**src/rtl/core_if_pkg.sv**
```systemverilog
`default_nettype none
// ============================================================================
// Package  : core_if_pkg
// Brief    : Shared types, bus widths and helpers for the instruction-fetch stage.
// Revision : 1.0 - initial release
// ============================================================================
package core_if_pkg;

    localparam int          c_inst_addr_w = 32;
    localparam int          c_inst_w      = 32;
    localparam logic [31:0] c_inst_step   = 32'd4;
    localparam logic [31:0] c_zero_word   = 32'h0000_0000;

    typedef enum logic [1:0] {
        IF_IDLE  = 2'd0,
        IF_FETCH = 2'd1,
        IF_DRAIN = 2'd2
    } if_state_e;

    function automatic logic [c_inst_addr_w-1:0] word_align(input logic [c_inst_addr_w-1:0] addr);
        return addr & ~32'h0000_0003;
    endfunction

endpackage
`default_nettype wire

```
**src/rtl/core_if_fifo.sv**
```systemverilog
`default_nettype none
// ============================================================================
// Module   : core_if_fifo
// Brief    : First-word-fall-through FIFO with synchronous clear and occupancy count.
// Revision : 1.0 - initial release
// ============================================================================
module core_if_fifo #(
    parameter int WIDTH = 32,
    parameter int DEPTH = 2
) (
    input  logic                       clk,
    input  logic                       rst,
    input  logic                       i_push,
    input  logic [WIDTH-1:0]           i_push_data,
    input  logic                       i_pop,
    input  logic                       i_clear,
    output logic [$clog2(DEPTH):0]     o_count,
    output logic [WIDTH-1:0]           o_head
);

    localparam int c_ptr_w = $clog2(DEPTH);
    localparam int c_cnt_w = $clog2(DEPTH) + 1;

    typedef logic [c_ptr_w-1:0] ptr_t;
    typedef logic [c_cnt_w-1:0] cnt_t;

    logic [WIDTH-1:0] r_mem [DEPTH];
    ptr_t             r_wr_ptr;
    ptr_t             r_rd_ptr;
    cnt_t             r_count;
    logic             w_do_push;
    logic             w_do_pop;

    assign w_do_push = i_push && (r_count != cnt_t'(DEPTH));
    assign w_do_pop  = i_pop && (r_count != '0);

    always_ff @(posedge clk) begin
        if (!rst || i_clear) begin
            r_wr_ptr <= '0;
            r_rd_ptr <= '0;
            r_count  <= '0;
        end else begin
            if (w_do_push) begin
                r_wr_ptr <= r_wr_ptr + ptr_t'(1);
            end
            if (w_do_pop) begin
                r_rd_ptr <= r_rd_ptr + ptr_t'(1);
            end
            r_count <= r_count + cnt_t'(w_do_push) - cnt_t'(w_do_pop);
        end
    end

    // Storage carries no reset; occupancy alone decides what is valid.
    always_ff @(posedge clk) begin
        if (w_do_push) begin
            r_mem[r_wr_ptr] <= i_push_data;
        end
    end

    assign o_count = r_count;
    assign o_head  = r_mem[r_rd_ptr];

endmodule
`default_nettype wire

```
**src/rtl/core_if.sv**
```systemverilog
`default_nettype none
// ============================================================================
// Module   : core_if
// Brief    : Instruction-fetch stage: PC ownership, credit-limited imem fetch,
//            buffered FWFT delivery to IF/ID and redirect flushing.
// Revision : 1.0 - initial release
// ============================================================================
module core_if
    import core_if_pkg::*;
#(
    parameter logic [c_inst_addr_w-1:0] RESET_PC   = 32'h0000_0000,
    parameter int                       FIFO_DEPTH = 2
) (
    input  logic                     clk,
    input  logic                     rst,
    output logic                     imem_req_valid_out,
    output logic [c_inst_addr_w-1:0] imem_req_addr_out,
    input  logic                     imem_req_ready_in,
    input  logic                     imem_resp_valid_in,
    input  logic [c_inst_w-1:0]      imem_resp_data_in,
    output logic                     inst_valid_out,
    output logic [c_inst_w-1:0]      inst_out,
    output logic [c_inst_addr_w-1:0] inst_addr_out,
    input  logic                     id_ready_in,
    input  logic                     jump_en_in,
    input  logic [c_inst_addr_w-1:0] jump_addr_in,
    output logic                     proto_err_out
);

    localparam int c_cnt_w = $clog2(FIFO_DEPTH) + 1;
    typedef logic [c_cnt_w-1:0] cnt_t;
    localparam cnt_t c_depth = cnt_t'(FIFO_DEPTH);

    if_state_e                r_state;
    if_state_e                w_state_nxt;
    logic [c_inst_addr_w-1:0] r_pc;
    logic [c_inst_addr_w-1:0] w_pc_nxt;
    cnt_t                     r_drop;
    cnt_t                     w_drop_nxt;
    logic                     r_proto_err;

    cnt_t                     w_outstanding;
    cnt_t                     w_ib_count;
    cnt_t                     w_out_after;
    logic [c_cnt_w:0]         w_credit_used;
    logic                     w_req_valid;
    logic                     w_req_accept;
    logic                     w_resp_ok;
    logic                     w_resp_orphan;
    logic                     w_ib_push;
    logic                     w_ib_pop;
    logic                     w_inst_valid;
    logic [2*c_inst_w-1:0]    w_ib_head;
    logic [c_inst_addr_w-1:0] w_aq_head;

    // The address queue occupancy is the outstanding-request count.
    core_if_fifo #(
        .WIDTH (c_inst_addr_w),
        .DEPTH (FIFO_DEPTH)
    ) u_addr_q (
        .clk         (clk),
        .rst         (rst),
        .i_push      (w_req_accept),
        .i_push_data (r_pc),
        .i_pop       (w_resp_ok),
        .i_clear     (1'b0),
        .o_count     (w_outstanding),
        .o_head      (w_aq_head)
    );

    core_if_fifo #(
        .WIDTH (2 * c_inst_w),
        .DEPTH (FIFO_DEPTH)
    ) u_inst_buf (
        .clk         (clk),
        .rst         (rst),
        .i_push      (w_ib_push),
        .i_push_data ({imem_resp_data_in, w_aq_head}),
        .i_pop       (w_ib_pop),
        .i_clear     (jump_en_in),
        .o_count     (w_ib_count),
        .o_head      (w_ib_head)
    );

    assign w_credit_used = {1'b0, w_outstanding} + {1'b0, w_ib_count};
    assign w_req_valid   = (r_state == IF_FETCH) && (w_credit_used < {1'b0, c_depth}) && !jump_en_in;
    assign w_req_accept  = w_req_valid && imem_req_ready_in;
    assign w_resp_ok     = imem_resp_valid_in && (w_outstanding != '0);
    assign w_resp_orphan = imem_resp_valid_in && (w_outstanding == '0);
    assign w_out_after   = w_outstanding + cnt_t'(w_req_accept) - cnt_t'(w_resp_ok);
    assign w_ib_push     = w_resp_ok && (r_state == IF_FETCH) && (r_drop == '0) && !jump_en_in;
    assign w_inst_valid  = (w_ib_count != '0);
    assign w_ib_pop      = w_inst_valid && id_ready_in && !jump_en_in;

    always_ff @(posedge clk) begin
        if (!rst) begin
            r_state     <= IF_IDLE;
            r_pc        <= RESET_PC;
            r_drop      <= '0;
            r_proto_err <= 1'b0;
        end else begin
            r_state     <= w_state_nxt;
            r_pc        <= w_pc_nxt;
            r_drop      <= w_drop_nxt;
            r_proto_err <= r_proto_err | w_resp_orphan;
        end
    end

    always_comb begin
        w_state_nxt = r_state;
        w_pc_nxt    = r_pc;
        w_drop_nxt  = r_drop;
        if (jump_en_in) begin
            // Every request still in flight after this edge belongs to the old path.
            w_pc_nxt    = word_align(jump_addr_in);
            w_drop_nxt  = w_out_after;
            w_state_nxt = (w_out_after != '0) ? IF_DRAIN : IF_FETCH;
        end else begin
            case (r_state)
                IF_IDLE: begin
                    w_state_nxt = IF_FETCH;
                end
                IF_FETCH: begin
                    if (w_req_accept) begin
                        w_pc_nxt = r_pc + c_inst_step;
                    end
                end
                IF_DRAIN: begin
                    if (w_resp_ok && (r_drop != '0)) begin
                        w_drop_nxt = r_drop - cnt_t'(1);
                    end
                    if (w_drop_nxt == '0) begin
                        w_state_nxt = IF_FETCH;
                    end
                end
                default: begin
                    w_state_nxt = IF_IDLE;
                end
            endcase
        end
    end

    assign imem_req_valid_out = w_req_valid;
    assign imem_req_addr_out  = r_pc;
    assign inst_valid_out     = w_inst_valid;
    assign inst_out           = w_inst_valid ? w_ib_head[2*c_inst_w-1:c_inst_w] : c_zero_word;
    assign inst_addr_out      = w_inst_valid ? w_ib_head[c_inst_addr_w-1:0] : c_zero_word;
    assign proto_err_out      = r_proto_err;

endmodule
`default_nettype wire
```
**config.mk**
```make
export PLATFORM = sky130hd
export DESIGN_NAME = core_if
export DESIGN_NICKNAME = d
export VERILOG_FILES = /design/src/rtl/core_if_pkg.sv /design/src/rtl/core_if_fifo.sv /design/src/rtl/core_if.sv
export SDC_FILE = /design/constraint.sdc
export NUM_CORES = 1
export LEC_CHECK = 0
export BUFFER_PORTS_ARGS = -buffer_cell sky130_fd_sc_hd__buf_2
export CORE_AREA = 2 2 174 176
export DETAILED_ROUTE_END_ITERATION = 8
export DIE_AREA = 0 0 176 178
export GPL_TIMING_DRIVEN = 0
export HOLD_SLACK_MARGIN = 0.08
export MAX_ROUTING_LAYER = met4
export PLACE_DENSITY_LB_ADDON = 0.1
export SLEW_MARGIN = 20
export SYNTH_ARGS = -nofsm -noshare
export SYNTH_HDL_FRONTEND = slang
export SYNTH_HIERARCHICAL = 1
export SYNTH_SLANG_ARGS = --single-unit
```
**constraint.sdc**
```tcl
create_clock -name clk -period 5.5 [get_ports clk]
set_clock_uncertainty 0.1 [all_clocks]
set_input_delay 0.55 -clock clk [delete_from_list [all_inputs] [get_ports clk]]
set_output_delay 0.55 -clock clk [all_outputs]
set_load 0.02 [all_outputs]
```
==> flow_metrics.tcl, run 1 <==
set metrics [dict create \
    dp_slack_ns 1.838 \
    post_cts.repair.setup_buffers 0 \
    fmax_mhz 272.2 \
    ys.flop_type "edfxtp_1" \
    post-route-min-period_ns 3.673 \
    r2r_start "u_addr_q/o_count[0]$_SDFF_PP0_" \
    arrival_ns 3.99 \
    finish.instance_area_um2 12550 \
    htreeDepth 1 \
    wl_per_cell_um 17.86 \
    io_pins 169 \
    synth_edf_count 192 \
    p_seq_share_pct 51.1 \
    stdcell_count 1336 \
    ant_nets 0 \
    tritoncts "done" \
    fin_ws_ns 1.827 \
    fp.dieW_um 176 \
    start_kind "flip-flop" \
    cts_buffers 26 \
    placedCellCount 1288 \
    maxSlewViolCount 0 \
    start_util_pct 34.64 \
    p_int_mw 3.102 \
    power_frac_comb_pct 4.0 \
    finalPower_mw 3.902 \
    vias_per_cell 4.744 \
    syn_inst 721 \
    synth_area_um2 10180 \
    cts_buffer_depth 3 \
    rr_endpoint "r_state[1]$_SDFFE_PN0P_" \
    hpwl_mm 16.48 \
    grt_setup_unrepaired "no" \
    grt_max_degree 48 \
    hold_path_end "u_inst_buf/r_mem[0][43]$_DFFE_PP_" \
    drc 0 \
    syn_avg_cell_area_um2 14.12 \
    relSlewSlack_pct 47.74 \
    grt_pass1_wl_mm 36.61 \
    cts.sinks 237 \
    maxCapViolCount 0 \
    cts_resized 0 \
    io_buffers 164 \
    nets 1003 \
    cp_max_fo 11 \
    finalWirelength_mm 23.86 \
    finish.utilization_pct 42.68 \
    crit_required_ns 5.82 \
    num_rows 63 \
    vias 6338 \
    async_flop_share_pct 0 \
    first_iter_violations 430 \
    critPathKind "flip-flop to flip-flop" \
    synth_top_area_cell "edfxtp_1" \
    yosys_warnings 6 \
    cp-end-kind "flip-flop" \
    clk_pin_slew_ns 0.06 \
    worst_pin_slew_ns 0.7840 \
    setup_tns_ns 0 \
    power_density_nw_per_um2 311.0 \
    reg2reg_slack_ns 1.83 \
    drive_gt1_share_pct 35.41 \
    grt_antenna_before_repair 0 \
    hold_viol_final 0 \
    power.switching_mw 0.7995 \
    yosys.cell_types.count 58 \
    gp_congestion 0.8478 \
    setup_viol 0 \
    dieArea_um2 31330 \
    vdd_drop_max_v 0.0002140 \
    holdPathStages 1 \
    post_dp_cell_area_um2 11670 \
    coreArea_um2 29400 \
    insertion_delay_ns 0.53 \
    root_buffer "clkbuf_16" \
    area_delta_synth_final_pct 23.22 \
    synth.top_cell.area_share_pct 56.62 \
    clock_power_share_pct 44.9 \
    p_leak_nw 4.683 \
    gr-total-overflow 0 \
    ctsHoldBuffers 0 \
    hp-start "imem_resp_data_in[11]" \
    r2r_cells 14 \
    status "finished clean" \
    dr.pass1.iters 5 \
    seq_area_frac_synth_pct 65.46 \
    grt_pass1_vias 6297 \
    grt_use_total_pct 15.73 \
    period_share_pct 66.79 \
    sw_frac_of_total_pct 20.49 \
    synthTopCellsByArea "edfxtp_1 (57%), mux2_2 (11%), dfxtp_1 (8.8%)" \
    yosys_register_bits 237 \
    worst_hold_slack_ns 0.1118 \
    die_h_um 178 \
    diodes 0 \
    hold_path.class "primary input to flip-flop" \
]
[Yosys cell counts, types with 3 or more instances]
master / instances
a32oi_1: 4
buf_6: 11
nor2_1: 25
xor2_1: 12
nor2b_1: 9
edfxtp_1: 192
nand2b_1: 7
nand3_1: 24
o21ai_0: 27
clkbuf_1: 18
xnor2_1: 4
o21a_1: 6
nand4_1: 14
ha_1: 6
a21oi_1: 13
o31ai_1: 4
buf_4: 5
a21boi_0: 9
mux2_2: 98
nand2_1: 37
a41oi_1: 5
nor3_1: 3
inv_1: 15
and2_1: 71
dfxtp_1: 45
and3_1: 10
[power by group through the flow]
stage	clock network, mW	logic, mW	registers (mW)
final	1.75	0.158	1.99
after global routing	1.86	0.174	2.00
after CTS	1.81	0.159	1.99
after detailed placement	0	0.159	2.03
after global placement	0	0.157	2.03
after floorplan	0	0.0676	2.04
[registers in the layout, summed over array words and instances (netlist names), named ones only]
signal	flops
u_inst_buf/r_mem	128
u_addr_q/r_mem	64
imem_req_addr_out	30
r_drop	2
r_state	2
u_addr_q/o_count	2
u_inst_buf/o_count	2
proto_err_out	1
u_addr_q/r_rd_ptr	1
u_addr_q/r_wr_ptr	1
u_inst_buf/r_rd_ptr	1
u_inst_buf/r_wr_ptr	1
[worst max-delay path, cell delays in order, from the launching register on]
cell	delay [ns]
dfxtp_1	0.52
and2_1	0.20
fa_1	0.41
nor2_1	0.19
and3_1	0.30
inv_1	0.10
clkbuf_1	0.30
ha_1	0.38
inv_1	0.04
ha_1	0.18
xnor2_1	0.13
xnor2_1	0.17
o21ai_0	0.26
o41ai_1	0.11
and2_1	0.17
[logic make-up after synthesis]
logic type      Yosys count  synth area share [%]
flops                   237                 65.46
compound gates           92                 6.094
mux                     102                 11.25
xor+xnor                 16                 1.376
fa+ha+maj                 7                0.9338
other cells               1               0.03682
simple gates            214                 11.92
buf+inv                  52                 2.924
[layout make-up]
type,count,area [µm²]
fillers,2769,16850
flip-flops and latches,237,6666
multi-input cells,439,3261
repair buffers,170,955.9
clock buffers,44,800.8
well taps,390,488.0
plain buffers,37,241.5
clock inverters,4,76.32
inverters,15,58.81
[how the worst max path moves through the flow]
stage | from | end | slack, ns | depth (start not counted)
3_5_place_dp | u_addr_q/o_count[0]$_SDFF_PP0_ | r_state[1]$_SDFFE_PN0P_ | 1.84 | 14
3_3_place_gp | imem_resp_valid_in | u_inst_buf/r_mem[1][37]$_DFFE_PP_ | -1.54 | 6
5_1_grt | u_addr_q/o_count[0]$_SDFF_PP0_ | r_state[1]$_SDFFE_PN0P_ | 1.55 | 14
4_1_cts | u_addr_q/o_count[0]$_SDFF_PP0_ | r_state[1]$_SDFFE_PN0P_ | 1.81 | 14
2_1_floorplan | imem_resp_valid_in | u_inst_buf/r_mem[1][0]$_DFFE_PP_ | 1.08 | 5
6_report | u_addr_q/o_count[0]$_SDFF_PP0_ | r_state[1]$_SDFFE_PN0P_ | 1.83 | 14
[layer usage]
metal | track usage, % | wire length [µm] | up-vias
met2 | 26.18 | 11370 | 170
met5 | - | 0 | -
met4 | 3.650 | 435 | 0
met3 | 2.643 | 1286 | 39
met1 | 20.25 | 10770 | 3046
li1 | - | - | 3083
[placed cells by master, fill, tap and decap left out, types with 3 or more instances in the layout]
master / count
a21boi_0: 9
a21oi_1: 13
a32oi_1: 4
a41oi_1: 5
and2_1: 71
and3_1: 10
buf_12: 4
buf_2: 164
buf_4: 5
buf_6: 11
clkbuf_1: 30
clkbuf_16: 28
clkbuf_8: 4
conb_1: 8
dfxtp_1: 45
edfxtp_1: 192
ha_1: 6
inv_1: 13
mux2_2: 98
nand2_1: 37
nand2b_1: 7
nand3_1: 24
nand4_1: 14
nor2_1: 23
nor2b_1: 9
nor3_1: 3
o21a_1: 6
o21ai_0: 27
o31ai_1: 4
xnor2_1: 4
xor2_1: 12
Note: power is estimated with default switching activity, not from simulation.
==> inputs of run 2 (changes only) <==
==> constraint.sdc (replaced) <==
create_clock -name clk -period 3.18 [get_ports clk]
set_clock_uncertainty 0.1 [all_clocks]
set_input_delay 0.318 -clock clk [delete_from_list [all_inputs] [get_ports clk]]
set_output_delay 0.318 -clock clk [all_outputs]
set_load 0.02 [all_outputs]
==> run 2 against run 1 <==
  * Sequential power up 73%
  * Largest power group unchanged
  * Sequential share of layout area decreased by 2.4 points
  * Final area rose by 4.8%
  * Non-clock buffer count grew 64
  * Worst hold slack lost 0.018 ns
  * Critical path depth decreased by 1
  * Sequential cell count stayed put
  * Via count rose by 4.8%
==> flow_metrics.tcl, run 2 (synthesis results as in run 1) <==
set metrics [dict create \
    status "finished clean" \
    drive_gt1_share_pct 34.32 \
    wl_per_cell_um 17.59 \
    cts.sinks 237 \
    final_cell_mix "edfxtp_1 (192), buf_2 (164), mux2_2 (98), and2_1 (71), dlygate4sd3_1 (61)" \
    fillers 2706 \
    post-route-min-period_ns 2.967 \
    fin_ws_ns 0.2134 \
    arrival_ns 3.28 \
    largest_register_ffs 128 \
    crit_required_ns 3.50 \
    diodes 0 \
    dieArea_um2 31330 \
    cp_top_family "adder cells" \
    maxCapViolCount 0 \
    nets 1068 \
    finalWirelength_mm 24.64 \
    dr.pass1.iters 4 \
    cp-end-kind "flip-flop" \
    num_rows 63 \
    gr-total-overflow 0 \
    power_density_nw_per_um2 503.1 \
    gp_congestion 0.8288 \
    fp.dieW_um 176 \
    vias_per_cell 4.739 \
    root_buffer "clkbuf_16" \
    insertion_delay_ns 0.52 \
    vias 6640 \
    hpwl_mm 16.69 \
    grt_use_total_pct 16.25 \
    multi_input_area_um2 3268 \
    critPathKind "flip-flop to flip-flop" \
    cp_max_fo 9 \
    post_dp_cell_area_um2 11690 \
    p_leak_nw 4.938 \
    tritoncts "done" \
    grt_antenna_before_repair 1 \
    setup_tns_ns 0 \
    cp_cell_sequence "and2_1 > fa_1 > nor2_2 > and3_4 > clkinvlp_4 > ha_1 > inv_1 > ha_1 > xnor2_1 > xnor2_1 > o21ai_1 > o41ai_1 > and2_1" \
    die_h_um 178 \
    dp_slack_ns -0.4358 \
    cts_buffer_depth 3 \
    htreeDepth 1 \
    start_kind "flip-flop" \
    ant_nets 0 \
    io_pins 169 \
    cts_buffers 27 \
    start_util_pct 34.64 \
    grt_max_degree 42 \
    layout_commonest_cell "edfxtp_1" \
    hold_viol_final 0 \
    drc 0 \
    top_layer "met4" \
    coreArea_um2 29400 \
    grt_pass1_wl_mm 37.90 \
    wl_met1_mm 11.06 \
    grt_pass1_vias 6600 \
    critPathBufInv 2 \
    first_iter_violations 299 \
    setup_viol 0 \
    met2_length_mm 11.75 \
    regMostFlops "u_inst_buf/r_mem" \
    seq_area_um2 6673 \
    io_buffers 164 \
    period_share_pct 93.29 \
    vdd_drop_max_v 0.0003322 \
    fmax_mhz 337.1 \
    finish.instance_area_um2 13150 \
    worst_hold_slack_ns 0.09368 \
    crit_path_max_incr_delay_ns 0.42 \
    grt_setup_unrepaired "no" \
    cpMaxStageDelayCell "fa_1" \
    clk_pin_slew_ns 0.06 \
    worst_pin_slew_ns 0.6730 \
    area_delta_synth_final_pct 29.16 \
    maxSlewViolCount 0 \
    hold_path.class "primary input to flip-flop" \
    relSlewSlack_pct 55.13 \
    met3_length_mm 1.323 \
]
==> run 2: cell types whose count changed in the layout (fill, tap and decap cells not counted), sizes merged <==
cell and delta:
dlygate4sd3 +61, clkbuf -11, clkinv +9, buf +5
clkinvlp +2, bufinv -1
==> run 2: per-stage QoR <==
stage	utilization, %	power (mW)	instances
after global placement	39.21	3.785	1282
after global routing	44.73	6.866	1401
final	44.73	6.617	1401
after detailed placement	39.75	3.790	1288
after floorplan	-	3.640	728
after CTS	44.69	6.709	1401
==> run 2: final cells by class <==
| type | count | area share, % |
|---|---|---|
| Sequential cell | 237 | 50.73 |
| Timing Repair Buffer | 236 | 12.31 |
| Tap cell | 390 | 3.710 |
| Inverter | 15 | 0.4756 |
| Multi-Input combinational cell | 439 | 24.85 |
| Clock inverter | 14 | 0.7801 |
| Buffer | 35 | 1.779 |
| Clock buffer | 35 | 5.365 |
==> run 2: path summary, 6_finish.rpt <==
check	start	endpoint	slack, ns	depth (start not counted)
min reg2reg	r_state[1]$_SDFFE_PN0P_	r_state[0]$_SDFFE_PN0P_	0.40	1
max reg2reg	u_inst_buf/o_count[0]$_SDFF_PP0_	r_state[1]$_SDFFE_PN0P_	0.21	13
min	jump_addr_in[10]	imem_req_addr_out[10]$_SDFFE_PN0P_	0.09	3
max	u_inst_buf/o_count[0]$_SDFF_PP0_	r_state[1]$_SDFFE_PN0P_	0.21	13
==> run 2: per-layer routing <==
layer / vias up / GRT usage [%]
met5: - / -
li1: 3215 / -
met1: 3213 / 20.63
met2: 177 / 27.38
met3: 35 / 2.685
met4: 0 / 3.822
==> run 2: where the power goes <==
part           internal, mW  switching [mW]  leakage, nW
Sequential             3.39          0.0578         2.12
Clock                  1.64            1.19        0.391
Combinational         0.158           0.178         2.43
==> run 2: what timing repair did <==
item,4_1_cts,5_1_grt
endpoints found under the setup margin,35,32
hold endpoints to repair,93,0
gates cloned,0,0
hold buffers,61,0
resized for setup,4,5
setup buffers,4,1
pin swaps,1,1
==> run 2: worst reg2reg max path, delay by kind of cell (launching register included) <==
family          cells  cell delay, ns
compound gates      2            0.26
buf+inv             2            0.16
fa+ha+maj           3            0.88
flops               1            0.41
simple gates        4            0.76
xor+xnor            2            0.30
==> inputs of run 3 (changes only) <==
--- a/config.mk
+++ b/config.mk
@@ -12,7 +12,6 @@
 export GPL_TIMING_DRIVEN = 0
 export HOLD_SLACK_MARGIN = 0.08
 export MAX_ROUTING_LAYER = met4
-export PLACE_DENSITY_LB_ADDON = 0.1
 export SLEW_MARGIN = 20
 export SYNTH_ARGS = -nofsm -noshare
 export SYNTH_HDL_FRONTEND = slang
==> run 3 against run 2 <==
  * Clock power grew 7.4%
  * Count of clock-buffer cells in the layout grew 8
  * Final cell count shrank 0.21%
  * Non-clock buffer count shrank 1
  * Final area grew 0.50%
  * Core utilization grew 0.23 points
  * Sequential power is essentially flat
  * Critical endpoint is now u_inst_buf/o_count[1]$_SDFF_PP0_
  * Routed wire length shrank 1.7%
  * Via count shrank 1.1%
  * Critical path depth is the same
  * Global-route usage shrank 0.68 points
==> flow_metrics.tcl, run 3 (synthesis results as in run 1) <==
set metrics [dict create \
    hold_viol_final 0 \
    ant_nets 0 \
    hpwl_mm 16.59 \
    grt_setup_unrepaired "no" \
    start_kind "primary input" \
    cts_buffers 26 \
    vias 6568 \
    clock_power_share_pct 44.5 \
    maxCapViolCount 0 \
    layout_commonest_cell "edfxtp_1" \
    drc 0 \
    gr-total-overflow 0 \
    start_util_pct 34.64 \
    coreArea_um2 29400 \
    dp_slack_ns -0.3588 \
    finalWirelength_mm 24.23 \
    clk_pin_slew_ns 0.06 \
    drive_gt1_share_pct 34.13 \
    io_pins 169 \
    post-route-min-period_ns 2.959 \
    sw_frac_of_total_pct 20.30 \
    crit_required_ns 3.53 \
    p_int_mw 5.437 \
    gp_congestion 0.7944 \
    critPathBufInv 6 \
    cp-end-kind "flip-flop" \
    arrival_ns 3.31 \
    first_iter_violations 369 \
    die_h_um 178 \
    largest_register_ffs 128 \
    num_rows 63 \
    status "finished clean" \
    cpMaxStageDelayCell "dlygate4sd3_1" \
    cts.sinks 237 \
    nets 1066 \
    area_delta_synth_final_pct 29.81 \
    critPathKind "primary input to flip-flop" \
    setup_tns_ns 0 \
    cp_top_family "buffers and inverters" \
    period_share_pct 93.05 \
    htreeDepth 1 \
    fin_ws_ns 0.2211 \
    power_frac_comb_pct 5.0 \
    hold_path.class "primary input to flip-flop" \
    p_seq_share_pct 50.5 \
    grt_use_total_pct 15.56 \
    grt_pass1_vias 6417 \
    cts_buffer_depth 3 \
    setup_viol 0 \
    wl_per_cell_um 17.33 \
    power_density_nw_per_um2 516.1 \
    grt_max_degree 39 \
    vdd_drop_max_v 0.0003362 \
    placedCellCount 1287 \
    reg2reg_slack_ns 0.23 \
    relSlewSlack_pct 48.98 \
    tritoncts "done" \
    power.switching_mw 1.385 \
    cpMostUsedCell "clkbuf_1" \
    final_cell_mix "edfxtp_1 (192), buf_2 (164), mux2_2 (98), and2_1 (71), dlygate4sd3_1 (64)" \
    regMostFlops "u_inst_buf/r_mem" \
    dieArea_um2 31330 \
    grt_antenna_before_repair 0 \
    grt_pass1_wl_mm 36.30 \
    fillers 2704 \
    p_leak_nw 4.970 \
    fp.dieW_um 176 \
    worst_pin_slew_ns 0.7634 \
    crit_path_max_incr_delay_ns 0.53 \
    cp_max_fo 10 \
    diodes 0 \
    cp_cell_sequence "dlygate4sd3_1 > buf_2 > clkbuf_1 > inv_1 > clkbuf_1 > buf_1 > and3_1 > nand3_1 > o21ai_0 > nor2_1 > ha_1 > nand2b_1 > mux2i_1" \
    maxSlewViolCount 0 \
    finalPower_mw 6.822 \
    dr.pass1.iters 5 \
    fmax_mhz 338.0 \
    vias_per_cell 4.698 \
    root_buffer "clkbuf_16" \
    insertion_delay_ns 0.52 \
    io_buffers 164 \
    stdcell_count 1398 \
]
==> run 3: worst paths after layout <==
| kind | start | end | cells after the start |
|---|---|---|---|
| setup / recovery | jump_en_in | u_inst_buf/o_count[1]$_SDFF_PP0_ | 13 |
| hold / removal | jump_addr_in[10] | imem_req_addr_out[10]$_SDFFE_PN0P_ | 3 |
| setup reg to reg | u_inst_buf/o_count[0]$_SDFF_PP0_ | u_addr_q/r_mem[0][9]$_DFFE_PP_ | 9 |
| hold reg to reg | r_state[1]$_SDFFE_PN0P_ | r_state[0]$_SDFFE_PN0P_ | 1 |
==> run 3: cell type report <==
cell class                      count  area (µm²)  share of cell area (%)
Clock buffer                       43       848.3                   6.417
Sequential cell                   237        6673                   50.48
Clock inverter                      4       42.54                  0.3218
Tap cell                          390       488.0                   3.691
Multi-Input combinational cell    439        3264                   24.69
Timing Repair Buffer              235        1604                   12.13
Buffer                             35       234.0                   1.770
Inverter                           15       65.06                  0.4922
==> run 3: metal layers <==
metal / track usage (%) / wire length (µm) / part of all wire (%) / vias to the layer above
met5: - / 0 / 0 / -
met4: 3.753 / 462 / 1.9 / 0
li1: - / - / - / 3203
met2: 26.41 / 11760 / 49 / 185
met1: 19.26 / 10530 / 43 / 3146
met3: 3.069 / 1475 / 6.1 / 34
==> run 3: power by group through the flow <==
stage / registers [mW] / logic, mW / clock network [mW]
2_1_floorplan: 3.52 / 0.117 / 0
3_3_place_gp: 3.51 / 0.269 / 0
3_5_place_dp: 3.51 / 0.277 / 0
4_1_cts: 3.45 / 0.342 / 3.14
5_1_grt: 3.45 / 0.371 / 3.25
6_report: 3.45 / 0.341 / 3.04
==> run 3: worst register-to-register path: cells and delay by family (launching register included) <==
family | cells | cell delay [ns]
flops | 1 | 0.40
buf+inv | 4 | 0.95
fa+ha+maj | 1 | 0.42
simple gates | 4 | 0.79
==> run 3: what timing repair did <==
item / in CTS / in global routing
resized for setup: 4 / 5
pin swaps: 1 / 0
hold buffers: 64 / 0
setup buffers: 2 / 0
setup endpoints to repair: 61 / 18
hold endpoints to repair: 97 / 0
==> run 3: metrics by stage <==
stage	hold WS (ns)	instance area, µm²	util (%)
5_1_grt	0.1246	13220	44.96
6_report	0.1068	13220	44.96
3_3_place_gp	0.3640	11530	39.21
3_5_place_dp	0.3703	11650	39.63
4_1_cts	0.08663	13210	44.93
2_1_floorplan	0.3169	10220	-
